### src/rtl/alu_op_sequencer.sv
// alu_op_sequencer: issue/writeback stage around an external 8-bit combinational ALU
//
// Ports:
//   clk, rst_n                 clock (rising edge), asynchronous active-low reset
//   instr_valid/instr_ready    instruction handshake; ready only in IDLE
//   instr_opcode/rs1/rs2/rd/wb instruction fields, sampled on the handshake
//   ld_valid/ld_addr/ld_data   external register-file write port, honoured in every state
//   rd_addr/rd_data            combinational debug read of the register file
//   alu_opcode/alu_op1/alu_op2 registered drive to the ALU, loaded in FETCH
//   alu_res/alu_c/alu_ac/alu_s ALU outputs, captured at the end of EXEC (EXEC2)
//   result/flags               last captured result and {C, AC, Z, S}
//   done                       high for the single WB cycle of each instruction
//
// Build option: define ALU_OUT_REG_EN to insert an EXEC2 state so the ALU gets
// two full cycles before its outputs are captured.
module alu_op_sequencer #(
    parameter int DEPTH = 16,
    parameter int AW    = 4
) (
    input  logic          clk,
    input  logic          rst_n,
    input  logic          instr_valid,
    output logic          instr_ready,
    input  logic [2:0]    instr_opcode,
    input  logic [AW-1:0] instr_rs1,
    input  logic [AW-1:0] instr_rs2,
    input  logic [AW-1:0] instr_rd,
    input  logic          instr_wb,
    input  logic          ld_valid,
    input  logic [AW-1:0] ld_addr,
    input  logic [7:0]    ld_data,
    input  logic [AW-1:0] rd_addr,
    output logic [7:0]    rd_data,
    output logic [2:0]    alu_opcode,
    output logic [7:0]    alu_op1,
    output logic [7:0]    alu_op2,
    input  logic [7:0]    alu_res,
    input  logic          alu_c,
    input  logic          alu_ac,
    input  logic          alu_s,
    output logic [7:0]    result,
    output logic [3:0]    flags,
    output logic          done
);
`ifdef ALU_OUT_REG_EN
    typedef enum logic [2:0] {IDLE, FETCH, EXEC, EXEC2, WB} state_t;
`else
    typedef enum logic [1:0] {IDLE, FETCH, EXEC, WB} state_t;
`endif
    state_t state, state_nx;
    logic [2:0] op_q;
    logic [AW-1:0] rs1_q, rs2_q, rd_q;
    logic wb_q;
    logic capture;
    logic [7:0] regs [DEPTH];

    assign instr_ready = state == IDLE;
    assign done = state == WB;
    assign rd_data = regs[rd_addr];
`ifdef ALU_OUT_REG_EN
    assign capture = state == EXEC2;
`else
    assign capture = state == EXEC;
`endif

    always_comb begin
        state_nx = state;
        case (state)
            IDLE:  state_nx = instr_valid ? FETCH : IDLE;
            FETCH: state_nx = EXEC;
`ifdef ALU_OUT_REG_EN
            EXEC:  state_nx = EXEC2;
            EXEC2: state_nx = WB;
`else
            EXEC:  state_nx = WB;
`endif
            default: state_nx = IDLE;
        endcase
    end

    always_ff @(posedge clk or negedge rst_n) begin
        if (!rst_n) begin
            state      <= IDLE;
            op_q       <= '0;
            rs1_q      <= '0;
            rs2_q      <= '0;
            rd_q       <= '0;
            wb_q       <= 1'b0;
            alu_opcode <= '0;
            alu_op1    <= '0;
            alu_op2    <= '0;
            result     <= '0;
            flags      <= '0;
        end else begin
            state <= state_nx;
            if (state == IDLE && instr_valid) begin
                op_q  <= instr_opcode;
                rs1_q <= instr_rs1;
                rs2_q <= instr_rs2;
                rd_q  <= instr_rd;
                wb_q  <= instr_wb;
            end
            if (state == FETCH) begin
                alu_opcode <= op_q;
                alu_op1    <= regs[rs1_q];
                alu_op2    <= regs[rs2_q];
            end
            if (capture) begin
                result   <= alu_res;
                flags[1] <= alu_res == 8'h00;
                // only ADD (000) and SUB (001) touch C, AC and S
                if (op_q[2:1] == 2'b00) begin
                    flags[3] <= alu_c;
                    flags[2] <= alu_ac;
                    flags[0] <= alu_s;
                end
            end
        end
    end

    // writeback is placed after the load so it wins on an address collision
    always_ff @(posedge clk or negedge rst_n) begin
        if (!rst_n) begin
            for (int i = 0; i < DEPTH; i++) regs[i] <= '0;
        end else begin
            if (ld_valid) regs[ld_addr] <= ld_data;
            if (state == WB && wb_q) regs[rd_q] <= result;
        end
    end
endmodule

### config.mk
export PLATFORM = sky130hd
export DESIGN_NAME = alu_op_sequencer
export DESIGN_NICKNAME = d
export VERILOG_FILES = /design/src/rtl/alu_op_sequencer.sv
export SDC_FILE = /design/constraint.sdc
export NUM_CORES = 1
export LEC_CHECK = 0
export ABC_AREA = 0
export CAP_MARGIN = 20
export CORE_MARGIN = 2
export CORE_UTILIZATION = 55
export CTS_CLUSTER_SIZE = 20
export DETAILED_ROUTE_END_ITERATION = 16
export PLACE_DENSITY = 0.76
export SYNTH_ARGS = -nofsm -noshare
export SYNTH_HDL_FRONTEND = slang
export SYNTH_SLANG_ARGS = --single-unit
### constraint.sdc
create_clock -name clk -period 5.36 [get_ports clk]
set_input_delay 1.072 -clock clk [delete_from_list [all_inputs] [get_ports clk]]
set_output_delay 1.072 -clock clk [all_outputs]
set_load 0.005 [all_outputs]
* After elaboration in Yosys (flattened, before gate mapping) *
Index checks and enable logic that the tools add are counted.

operators by class
  order comparisons = 7
  eq/ne operators = 3
  muxes and demuxes = 19
  bitwise logic cells = 5
  reduce and logical (&&, ||, !) cells = 8

operators by type and width
  cell                                                        number
  bitwise mux 128 bit                                         2
  two-way mux 128 bit                                         2
  binary-select mux 8 bit (select 4 bit)                      3
  demux 8 bit (select 4 bit)                                  2
  two-way mux 8 bit                                           8
  >= comparator 5 bit, second input constant                  5
  NOT 4 -> 5 bit                                              5
  less-than comparator 5 x 1 -> 1 bit, second input constant  2
  zero test 8 bit                                             1
  one-hot mux 2 bit (3 select lines)                          1
  equality test 2 bit, second input constant                  2
  logical AND 1 bit                                           4
  zero test 2 bit                                             2
  equality test 2 x 1 -> 1 bit, second input constant         1
  AND reduction 2 bit                                         1
  two-way mux 1 bit                                           1

word-level totals
  register bits after elaboration = 177

* Depth between registers and ports, before layout *
Gate-level depths: netlist (run 1).

  depth in word-level cells = 9
  gate-level depth with buffers = 7
  mapped depth without buffers = 5

* Worst setup path before layout (run 1) *
Ideal clock, no wire load.

  path type = input to output
  from = input port rd_addr[1]
  to = output port rd_data[0]
  data arrival time = 2.347 ns
  data required time = 4.288 ns
  path slack = 1.941 ns
  cell stages on the path = 4
  path buffers = 2
  cells stage by stage = clkbuf_1 clkbuf_1 mux4_1 mux4_2

on the way
  longest elaborated chain between the ends = 4

RTL lines
  what                                                  RTL line  text
  from (decl)                                           32        input logic [AW-1:0] rd_addr,
  NOT 4 -> 5 bit (not written as such)                  59        assign rd_data = regs[rd_addr];
  binary-select mux 8 bit (select 4 bit)                59
  two-way mux 8 bit (not written as such) (2 in a row)  59
  to (decl)                                             33        output logic [7:0] rd_data,

No other way between the ends. The select of a mux whose other input is x is not followed.

* Final worst setup path (run 1) *
  from = input port rd_addr[1]
  to = output port rd_data[6]

Same word-level chain as after synthesis.

==> results of run 1 <==
power groups by stage:
| stage | clock, uW | sequential [uW] | combinational, uW |
|---|---|---|---|
| after detailed placement | 0 | 3080 | 3080 |
| after floorplan | 0 | 2390 | 2600 |
| after global placement | 0 | 3030 | 2980 |
| after CTS | 1260 | 3070 | 3100 |
| after global routing | 1330 | 3220 | 3350 |
| final | 1250 | 3140 | 3110 |
per-stage QoR:
| stage | std cells | setup WS [ps] | power, uW | area (um2) |
|---|---|---|---|---|
| 2_1_floorplan | 918 | 1941 | 4993 | 11050 |
| 3_3_place_gp | 1189 | 879.0 | 6011 | 11900 |
| 5_1_grt | 1223 | 741.6 | 7894 | 12510 |
| 6_report | 1223 | 792.3 | 7502 | 12510 |
| 4_1_cts | 1221 | 800.6 | 7430 | 12490 |
| 3_5_place_dp | 1189 | 806.6 | 6157 | 11900 |
registers in the layout, indices dropped and copies added, names as in the netlist:
| signal | count |
|---|---|
| op_q | 3 |
| alu_op2 | 8 |
| state | 2 |
| wb_q | 1 |
| flags | 4 |
| rd_q | 4 |
| regs | 128 |
| alu_op1 | 8 |
| rs1_q | 4 |
| result | 8 |
| rs2_q | 4 |
| alu_opcode | 3 |
kinds of logic after synthesis:
family | Yosys count | share of synthesized area
simple gates | 186 | 0.08291
mux | 279 | 0.3867
fa+ha+maj | 4 | 0.004531
buf+inv | 95 | 0.04111
compound gates | 177 | 0.08381
flops | 177 | 0.4010
Yosys cell counts, drive strengths merged (2+ instances only):
library cell	count
dfrtp	177
mux2i	129
mux4	104
nand2	78
o21ai	73
a21oi	72
nor2	71
clkbuf	53
mux2	46
buf	39
o22ai	32
nand2b	6
nand3b	6
or2	6
ha	4
inv	3
nand3	3
nor3	3
nor3b	3
or3	3
nand4b	2
nor4	2
layout make-up:
type                       instances  share of cell area
clock inverter                    15             0.01281
multi-input combinational        646              0.4940
timing repair buffer             100             0.07743
clock buffer                      17             0.03401
sequential                       177              0.3543
inverter                           3           0.0009004
tap                              265             0.02651
worst min path at each step:
stage	startpoint	end	cells past startpoint
after floorplan	op_q[0]	alu_opcode[0]	1
after global placement	op_q[0]	alu_opcode[0]	1
after detailed placement	flags[2]	flags[2]	1
after CTS	flags[2]	flags[2]	1
after global routing	alu_opcode[2]	alu_opcode[2]	1
final	flags[2]	flags[2]	1
worst max-delay path: stages:
cell	delay [ps]
clkdlybuf4s50_1	470
buf_4	360
mux4_1	620
mux4_2	500
clkdlybuf4s50_1	470
layer usage:
layer  vias up  share of wire  global-route usage
li1       3533              -                   -
met1      4129           0.39              0.4514
met2       584           0.45              0.4592
met3       100           0.11             0.08589
met4         2          0.046              0.1525
met5         -        0.00037                   0
==> summary.md, run 1 <==
| Metric | Value |
|---|---|
| Hold_buf cts | `0` |
| Seq cells post-synth | `177` |
| Unrepaired setup endpoints after global routing | `false` |
| DR iter-0 viols | `889` |
| Tmin final | `4568 ps` |
| Switching power | `2947 uW` |
| Fill cells | `1473` |
| Starting Density | `0.5639` |
| Outcome | `finished clean` |
| Most common cell after layout, fill and taps aside | `dfrtp_1` |
| Cts bufs inserted | `17` |
| Dominant cells by area after synthesis | `dfrtp_1 (40%), mux4_2 (15%), mux2i_1 (12%)` |
| Nets | `996` |
| Ys flop type | `dfrtp_1` |
| H-tree depth | `4` |
| Worst setup SP type | `input pin` |
| Final setup skew | `11.55 ps` |
| Setup Buffers After CTS | `0` |
| Placed wire-length estimate | `21.92 mm` |
| Cell accounting for the most synthesized area | `dfrtp_1` |
| Pint | `4555 uW` |
| Commonest non-fill, non-tap cells in the layout | `dfrtp_1 (175), mux2i_1 (129), clkdlybuf4s50_1 (85), nand2_1 (78)` |
| Count of cell types in the netlist | `38` |
| DRC viols | `0` |
| Worst-Skew Late Latency | `440 ps` |
| Avg Synthesized Cell Area | `12.03 um2` |
| CP startpoint | `rd_addr[1]` |
| Post-synthesis sequential area ratio | `0.4010` |
| Die X | `145.7 um` |
| TritonCTS clock tree | `done` |
| Synthesized instance count | `918` |
| Final Slew Violations | `0` |
| Pwr/cell area | `599.8 nW/um2` |
| WP data required | `4290 ps` |
| Static Leakage | `0.004830 uW` |
| Async set-or-reset flop fraction in the synthesized netlist | `1.000` |
| Core box area | `19590 um2` |
| CP Capture Type | `output pin` |
| Routability cong. | `0.9417` |
| Share of layout cells above drive strength 1 | `0.1973` |
| Least-Margin Pin Slew | `1050 ps` |
| CTS resizes | `0` |
| Reg area | `4432 um2` |
| Clk network pwr share | `0.167` |
| Max Freq | `218.9 MHz` |
| Setup crit end | `rd_data[6]` |
| Overall Global Routing Usage | `0.3184` |
| Antenna violations before repair | `1` |
| Crit path kind | `input pin to output pin` |
| # port buffers | `87` |
| Post-synth EDFFs | `0` |
| Avg WL per Cell | `26.54 um` |
| Row cnt | `51` |
| Synthesized Nets | `969` |
| Multi-input gate area | `6178 um2` |
| Post-synth top area share | `0.4010` |
| Yosys warnings | `0` |
| Final hold vios | `0` |
| Crit path max fanout | `32` |
| Final setup fails | `0` |
| Reg2Reg Depth | `6` |
| Worst Path Arrival | `3500 ps` |
| Peak VDD IR | `0.0003599 V` |
| Total grt overflow | `0` |
| Die area | `21230 um2` |
| Worst Hold Class | `flip-flop to flip-flop` |
| Hold_ws | `510.0 ps` |
| Reg2Reg Setup Slack | `2900 ps` |
| Reg power frac | `0.418` |
| DR vias | `8348` |
| Sw frac | `0.3929` |
| Final period util | `0.8522` |
| Slew HR | `0.2999` |
| Post-Route WL | `32.46 mm` |
| Gate power share | `0.415` |
| Clk sinks | `177` |
| First-pass GRT wire length | `50.73 mm` |
| # IOs | `88` |
| Worst R2R End | `alu_op1[3]` |
| MaxCap Viol Count | `0` |
| Largest net degree at the start of global routing | `94` |
| Reg2reg start | `state[1]` |
| Layout Area Growth over Synthesis | `13.22%` |
| Vias in the first global route | `8115` |
| Sum Neg Setup Slack | `0 ps` |
| Root Buffer | `clkbuf_16` |
| Clock Tree Buf Depth | `2` |
| Post-route ant nets | `0` |
| Die H | `145.7 um` |
| Synth Cell Area | `11050 um2` |
| Final Util | `0.6384` |
| Clock transition at path regs | `80 ps` |
| TritonRoute pass-1 iters | `5` |
| Vias per cell | `6.826` |
| Diodes inserted | `0` |
Power figures use the tool's default switching activity.
==> run 2, diff against run 1 <==
CORE_MARGIN = default   (was 2)
==> run 2 against run 1 <==
  * Via count decreased by 1.9%
  * Cell area decreased by 0.13%
  * Hold slack improved by 1.8 ps
  * Worst setup slack got worse by 11 ps
  * Sequential share of layout area about the same
==> summary.md, run 2 (same netlist as run 1, synthesis figures left out) <==
| Metric | Value |
|---|---|
| Clock transition at path regs | `80 ps (about the same)` |
| Crit path kind | `input pin to output pin` |
| Final setup fails | `0 (unchanged)` |
| Pwr/cell area | `601.2 nW/um2 (+0.22%)` |
| Nets | `993 (-0.30%)` |
| Reg with most FFs | `regs` |
| Clock Tree Buf Depth | `2 (unchanged)` |
| Vias in the first global route | `7840 (-3.4%)` |
| CTS resizes | `0 (unchanged)` |
| TritonCTS clock tree | `done` |
| Worst-Skew Late Latency | `440 ps (about the same)` |
| Place WS | `805.9 ps (-0.7310 ps)` |
| Setup ws final | `780.8 ps (-11.49 ps)` |
| Peak VDD IR | `0.0003069 V (-15%)` |
| Vias per cell | `6.712 (-1.7%)` |
| Met2 Wirelength | `13.72 mm (-5.5%)` |
| Static Leakage | `0.004819 uW (-0.22%)` |
| Share of layout cells above drive strength 1 | `0.1927 (-0.004616)` |
| DRC viols | `0 (unchanged)` |
| Die H | `143.7 um (-1.4%)` |
| H-tree depth | `4 (unchanged)` |
| Outcome | `finished clean` |
| Routed met1 length | `12.24 mm (-4.0%)` |
| Layout Area Growth over Synthesis | `13.07%` |
| Worst Path Arrival | `3510 ps (about the same)` |
| MaxCap Viol Count | `0 (unchanged)` |
| Starting Density | `0.5639 (unchanged)` |
| Total grt overflow | `0 (unchanged)` |
| Avg WL per Cell | `25.20 um (-5.1%)` |
| Crit path max fanout | `25 (-22%)` |
| Largest net degree at the start of global routing | `100 (+6.4%)` |
| # port buffers | `87 (unchanged)` |
| Finished Cell Area | `12490 um2 (-0.13%)` |
| Die area | `20660 um2 (-2.7%)` |
| Setup Buffers After CTS | `0 (unchanged)` |
| Tmin final | `4579 ps (+11.49 ps)` |
| Row cnt | `51 (unchanged)` |
| DR vias | `8189 (-1.9%)` |
| Final period util | `0.8543 (+0.002143)` |
| WP data required | `4290 ps (about the same)` |
| Root Buffer | `clkbuf_16` |
| Unrepaired setup endpoints after global routing | `false` |
| Slew HR | `0.3128 (+0.01290)` |
| Post-route ant nets | `0 (unchanged)` |
| First-pass GRT wire length | `48.01 mm (-5.4%)` |
| Routability cong. | `0.8935 (-5.1%)` |
| Worst Hold Class | `flip-flop to flip-flop` |
| Sum Neg Setup Slack | `0 ps (unchanged)` |
| Final hold vios | `0 (unchanged)` |
| Core box area | `19590 um2 (unchanged)` |
| Diodes inserted | `0 (unchanged)` |
| Placed wire-length estimate | `21.52 mm (-1.9%)` |
| # IOs | `88 (unchanged)` |
| Overall Global Routing Usage | `0.3213 (+0.002858)` |
| Fill cells | `1507 (+2.3%)` |
| Max FFs per register | `128 (unchanged)` |
| Least-Margin Pin Slew | `1031 ps (-19.36 ps)` |
| Most common cell after layout, fill and taps aside | `dfrtp_1` |
| Commonest non-fill, non-tap cells in the layout | `dfrtp_1 (175), mux2i_1 (129), clkdlybuf4s50_1 (85), nand2_1 (78)` |
| Highest routed layer | `met4` |
| WL met3 | `3.956 mm (+6.8%)` |
| Placed inst area | `11900 um2 (about the same)` |
| Final setup skew | `15.18 ps (+3.628 ps)` |
| Hold_buf cts | `0 (unchanged)` |
| Die X | `143.7 um (-1.4%)` |
| Max Freq | `218.4 MHz (-0.25%)` |
| DR iter-0 viols | `1091 (+23%)` |
| Cts bufs inserted | `17 (unchanged)` |
| TritonRoute pass-1 iters | `8 (+3)` |
| Post-Route WL | `30.74 mm (-5.3%)` |
| Final Slew Violations | `0 (unchanged)` |
| Worst setup SP type | `input pin` |
| Clk sinks | `177 (unchanged)` |
| Antenna violations before repair | `0 (-1)` |
| CP Capture Type | `output pin` |
| Power, Total | `7509 uW (about the same)` |
## run 2: cell count changes in the layout (fill, tap and decap cells not counted), moves of 2 or more
| cell | delta |
|---|---|
| clkinv_4 | -3 |
| inv_8 | -2 |
| nor3_2 | -2 |
| nor3_1 | +2 |
| inv_6 | +3 |
| buf_4 | -3 |
## run 2: metrics by stage
stage               instances    util  hold slack (ps)
finish                   1220  0.6376            511.8
CTS                      1220  0.6376            513.7
global placement         1188  0.6073            482.6
floorplan                 918       -            473.7
global route             1220  0.6376            529.6
detailed placement       1188  0.6073            495.8
## run 2: area by class of cell
class / count / area [um2] / area share
inverters: 3 / 11.26 / 0.0009015
multi-input cells: 646 / 6168 / 0.4938
clock inverters: 14 / 153.9 / 0.01232
clock buffers: 18 / 439.2 / 0.03516
flip-flops and latches: 177 / 4432 / 0.3548
repair buffers: 97 / 954.7 / 0.07643
well taps: 265 / 331.6 / 0.02655
## run 2: metal layers
metal / up-vias / GRT usage
li1: 3513 / -
met1: 4063 / 0.4651
met2: 552 / 0.4589
met3: 61 / 0.09497
met4: 0 / 0.1176
met5: - / 0
## run 2: where the power goes
group          internal, uW  switching (uW)
combinational          1940            1130
clock                   640             624
sequential             1980            1190
## run 2: critical path, stage by stage
cell,delay [ps]
clkdlybuf4s50_1,670
buf_4,380
mux4_1,370
mux4_2,530
clkdlybuf4s50_1,470
## run 2: path summary, 6_finish.rpt
| check | cells past startpoint | to | slack, ps | startpoint |
|---|---|---|---|---|
| worst max register to register | 4 | alu_op1[4] | 3040 | rs1_q[2] |
| min in group asynchronous | 1 | rs2_q[0] | 740 | rst_n |
| worst min-delay path | 1 | flags[3] | 510 | flags[3] |
| worst min register to register | 1 | flags[3] | 510 | flags[3] |
| worst max-delay path | 5 | rd_data[5] | 780 | rd_addr[1] |
| max in group asynchronous | 2 | regs[20] | 3660 | rst_n |
==> run 3, diff against run 2 <==
GPL_TIMING_DRIVEN = 1   (was default)
clock period = 5.35 ns   (was 5.36 ns; I/O delays follow)
==> run 3 against run 2 <==
  * Cell area down 0.20%
  * Highest routed layer unchanged
  * Combinational power barely moved
  * Sequential share of layout area up 0.071 points
  * First-iteration DRC count down 7.3%
  * Largest power group unchanged
  * Die area stayed put
==> summary.md, run 3 (same netlist as run 1, synthesis figures left out) <==
| Metric | Value |
|---|---|
| HP Start | `alu_opcode[0]` |
| Largest net degree at the start of global routing | `106 (+6.0%)` |
| Crit path kind | `input pin to output pin` |
| Die H | `143.7 um (unchanged)` |
| Antenna violations before repair | `0 (unchanged)` |
| Unrepaired setup endpoints after global routing | `false` |
| Least-Margin Pin Slew | `1000 ps (-30.36 ps)` |
| Non-filler cells, final | `1221 (+0.082%)` |
| Die area | `20660 um2 (unchanged)` |
| Pwr/cell area | `600.8 nW/um2 (about the same)` |
| Final setup fails | `0 (unchanged)` |
| Max FFs per register | `128 (unchanged)` |
| Placed Cells incl. Taps | `1189 (+0.084%)` |
| CP startpoint | `rd_addr[1]` |
| WP data required | `4280 ps (about the same)` |
| # IOs | `88 (unchanged)` |
| Peak VDD IR | `0.0003264 V (+6.4%)` |
| # port buffers | `87 (unchanged)` |
| MaxCap Viol Count | `0 (unchanged)` |
| Hold_buf cts | `0 (unchanged)` |
| Setup Buffers After CTS | `0 (unchanged)` |
| DR iter-0 viols | `1011 (-7.3%)` |
| Post-Route WL | `30.65 mm (-0.29%)` |
| Nets | `994 (+0.10%)` |
| CP Capture Type | `output pin` |
| Largest stage delay on the critical path | `680 ps (about the same)` |
| Die X | `143.7 um (unchanged)` |
| Clk sinks | `177 (unchanged)` |
| Clock Tree Buf Depth | `2 (unchanged)` |
| Share of layout cells above drive strength 1 | `0.1914 (-0.001248)` |
| Most common cell after layout, fill and taps aside | `dfrtp_1` |
| Tmin final | `4557 ps` |
| Fill cells | `1525 (+1.2%)` |
| Post-route ant nets | `0 (unchanged)` |
| Max Freq | `219.5 MHz` |
| Cts bufs inserted | `17 (unchanged)` |
| Vias in the first global route | `7771 (-0.88%)` |
| Worst-Skew Late Latency | `430 ps (about the same)` |
| Avg WL per Cell | `25.10 um (-0.37%)` |
| Total grt overflow | `0 (unchanged)` |
| Diodes inserted | `0 (unchanged)` |
| CTS resizes | `0 (unchanged)` |
| Place WS | `834.1 ps (+28.15 ps)` |
| Critical Path Slowest Stage Cell | `clkdlybuf4s50_1` |
| Final setup skew | `8.882 ps (-6.295 ps)` |
| Routability cong. | `0.8983 (+0.54%)` |
| Worst path cell trace | `clkdlybuf4s50_1 > buf_4 > mux4_1 > mux4_2 > clkdlybuf4s50_1` |
| Placed wire-length estimate | `21.62 mm (+0.48%)` |
| Sum Neg Setup Slack | `0 ps (unchanged)` |
| Row cnt | `51 (unchanged)` |
| Reg2reg start | `rs1_q[2]` |
| First-pass GRT wire length | `47.31 mm (-1.5%)` |
| TritonRoute pass-1 iters | `5 (-3)` |
| Layout Area Growth over Synthesis | `12.84%` |
| Overall Global Routing Usage | `0.3155 (-0.005824)` |
| Most numerous cell on the critical path | `clkdlybuf4s50_1` |
| DRC viols | `0 (unchanged)` |
| Root Buffer | `clkbuf_16` |
| Static Leakage | `0.004807 uW (-0.27%)` |
| Final Util | `0.6363 (-0.001277)` |
| Worst Path Arrival | `3490 ps (-20 ps)` |
| Reg with most FFs | `regs` |
| Outcome | `finished clean` |
| H-tree depth | `4 (unchanged)` |
| Setup ws final | `793.3 ps (+12.57 ps)` |
| Worst setup SP type | `input pin` |
| Final hold vios | `0 (unchanged)` |
| DR vias | `8209 (+0.24%)` |
| Crit path max fanout | `25 (unchanged)` |
| Clock transition at path regs | `70 ps (about the same)` |
| Final Slew Violations | `0 (unchanged)` |
| Vias per cell | `6.723 (+0.16%)` |
| Slew HR | `0.3331 (+0.02024)` |
| Final period util | `0.8517` |
| Worst Hold Class | `flip-flop to flip-flop` |
| Core box area | `19590 um2 (unchanged)` |
| Starting Density | `0.5639 (unchanged)` |
| Commonest non-fill, non-tap cells in the layout | `dfrtp_1 (175), mux2i_1 (129), clkdlybuf4s50_1 (85), nand2_1 (78)` |
| TritonCTS clock tree | `done` |
==> run 3: changes by cell type in the layout (fill, tap and decap cells not counted) <==
cell / previous run / this run
clkbuf_1: 0 / 2
clkbuf_8: 1 / 0
buf_12: 1 / 0
clkinv_4: 0 / 1
clkinv_8: 3 / 0
inv_8: 4 / 3
clkinvlp_4: 1 / 2
buf_4: 9 / 11
bufinv_16: 0 / 1
==> run 3: worst paths after layout <==
check	endpoint	slack, ps	depth (start not counted)
max in group asynchronous	regs[73]	3440	2
hold / removal	alu_opcode[0]	510	1
setup reg to reg	alu_op1[1]	3070	4
min in group asynchronous	rs2_q[0]	770	1
hold reg to reg	alu_opcode[0]	510	1
setup / recovery	rd_data[2]	790	5
==> run 3: per-stage QoR <==
step | hold WS (ps) | total power [uW] | cell area (um2)
floorplan | 473.7 | 5002 | 11050
global placement | 482.5 | 6012 | 11890
detailed placement | 498.7 | 6142 | 11890
CTS | 521.4 | 7414 | 12470
global route | 539.1 | 7850 | 12470
finish | 513.5 | 7490 | 12470
==> run 3: metal layers <==
| layer | global-route usage | vias to the layer above | share of wire |
|---|---|---|---|
| li1 | - | 3521 | - |
| met1 | 0.4515 | 4004 | 0.40 |
| met2 | 0.4497 | 606 | 0.44 |
| met3 | 0.09397 | 78 | 0.12 |
| met4 | 0.1260 | 0 | 0.033 |
| met5 | 0 | - | 0 |
==> run 3: where the power goes <==
group	leakage (uW)	switching (uW)	total [uW]	internal [uW]
combinational	0.00256	1120	3060	1940
sequential	0.00197	1200	3180	1990
clock	0.000276	583	1240	661
total	0.00481	2900	7490	4590
==> run 3: layout make-up <==
cell class | count | area, um2 | area share
Multi-Input combinational cell | 646 | 6168 | 0.4948
Clock inverter | 13 | 140.1 | 0.01124
Inverter | 3 | 11.26 | 0.0009033
Sequential cell | 177 | 4432 | 0.3555
Tap cell | 265 | 331.6 | 0.02660
Clock buffer | 19 | 432.9 | 0.03473
Timing Repair Buffer | 98 | 949.7 | 0.07618
==> run 3: critical path: cells and delay by family <==
kind / cells / cell delay [ps]
multiplexers: 2 / 890
buffers and inverters: 3 / 1520
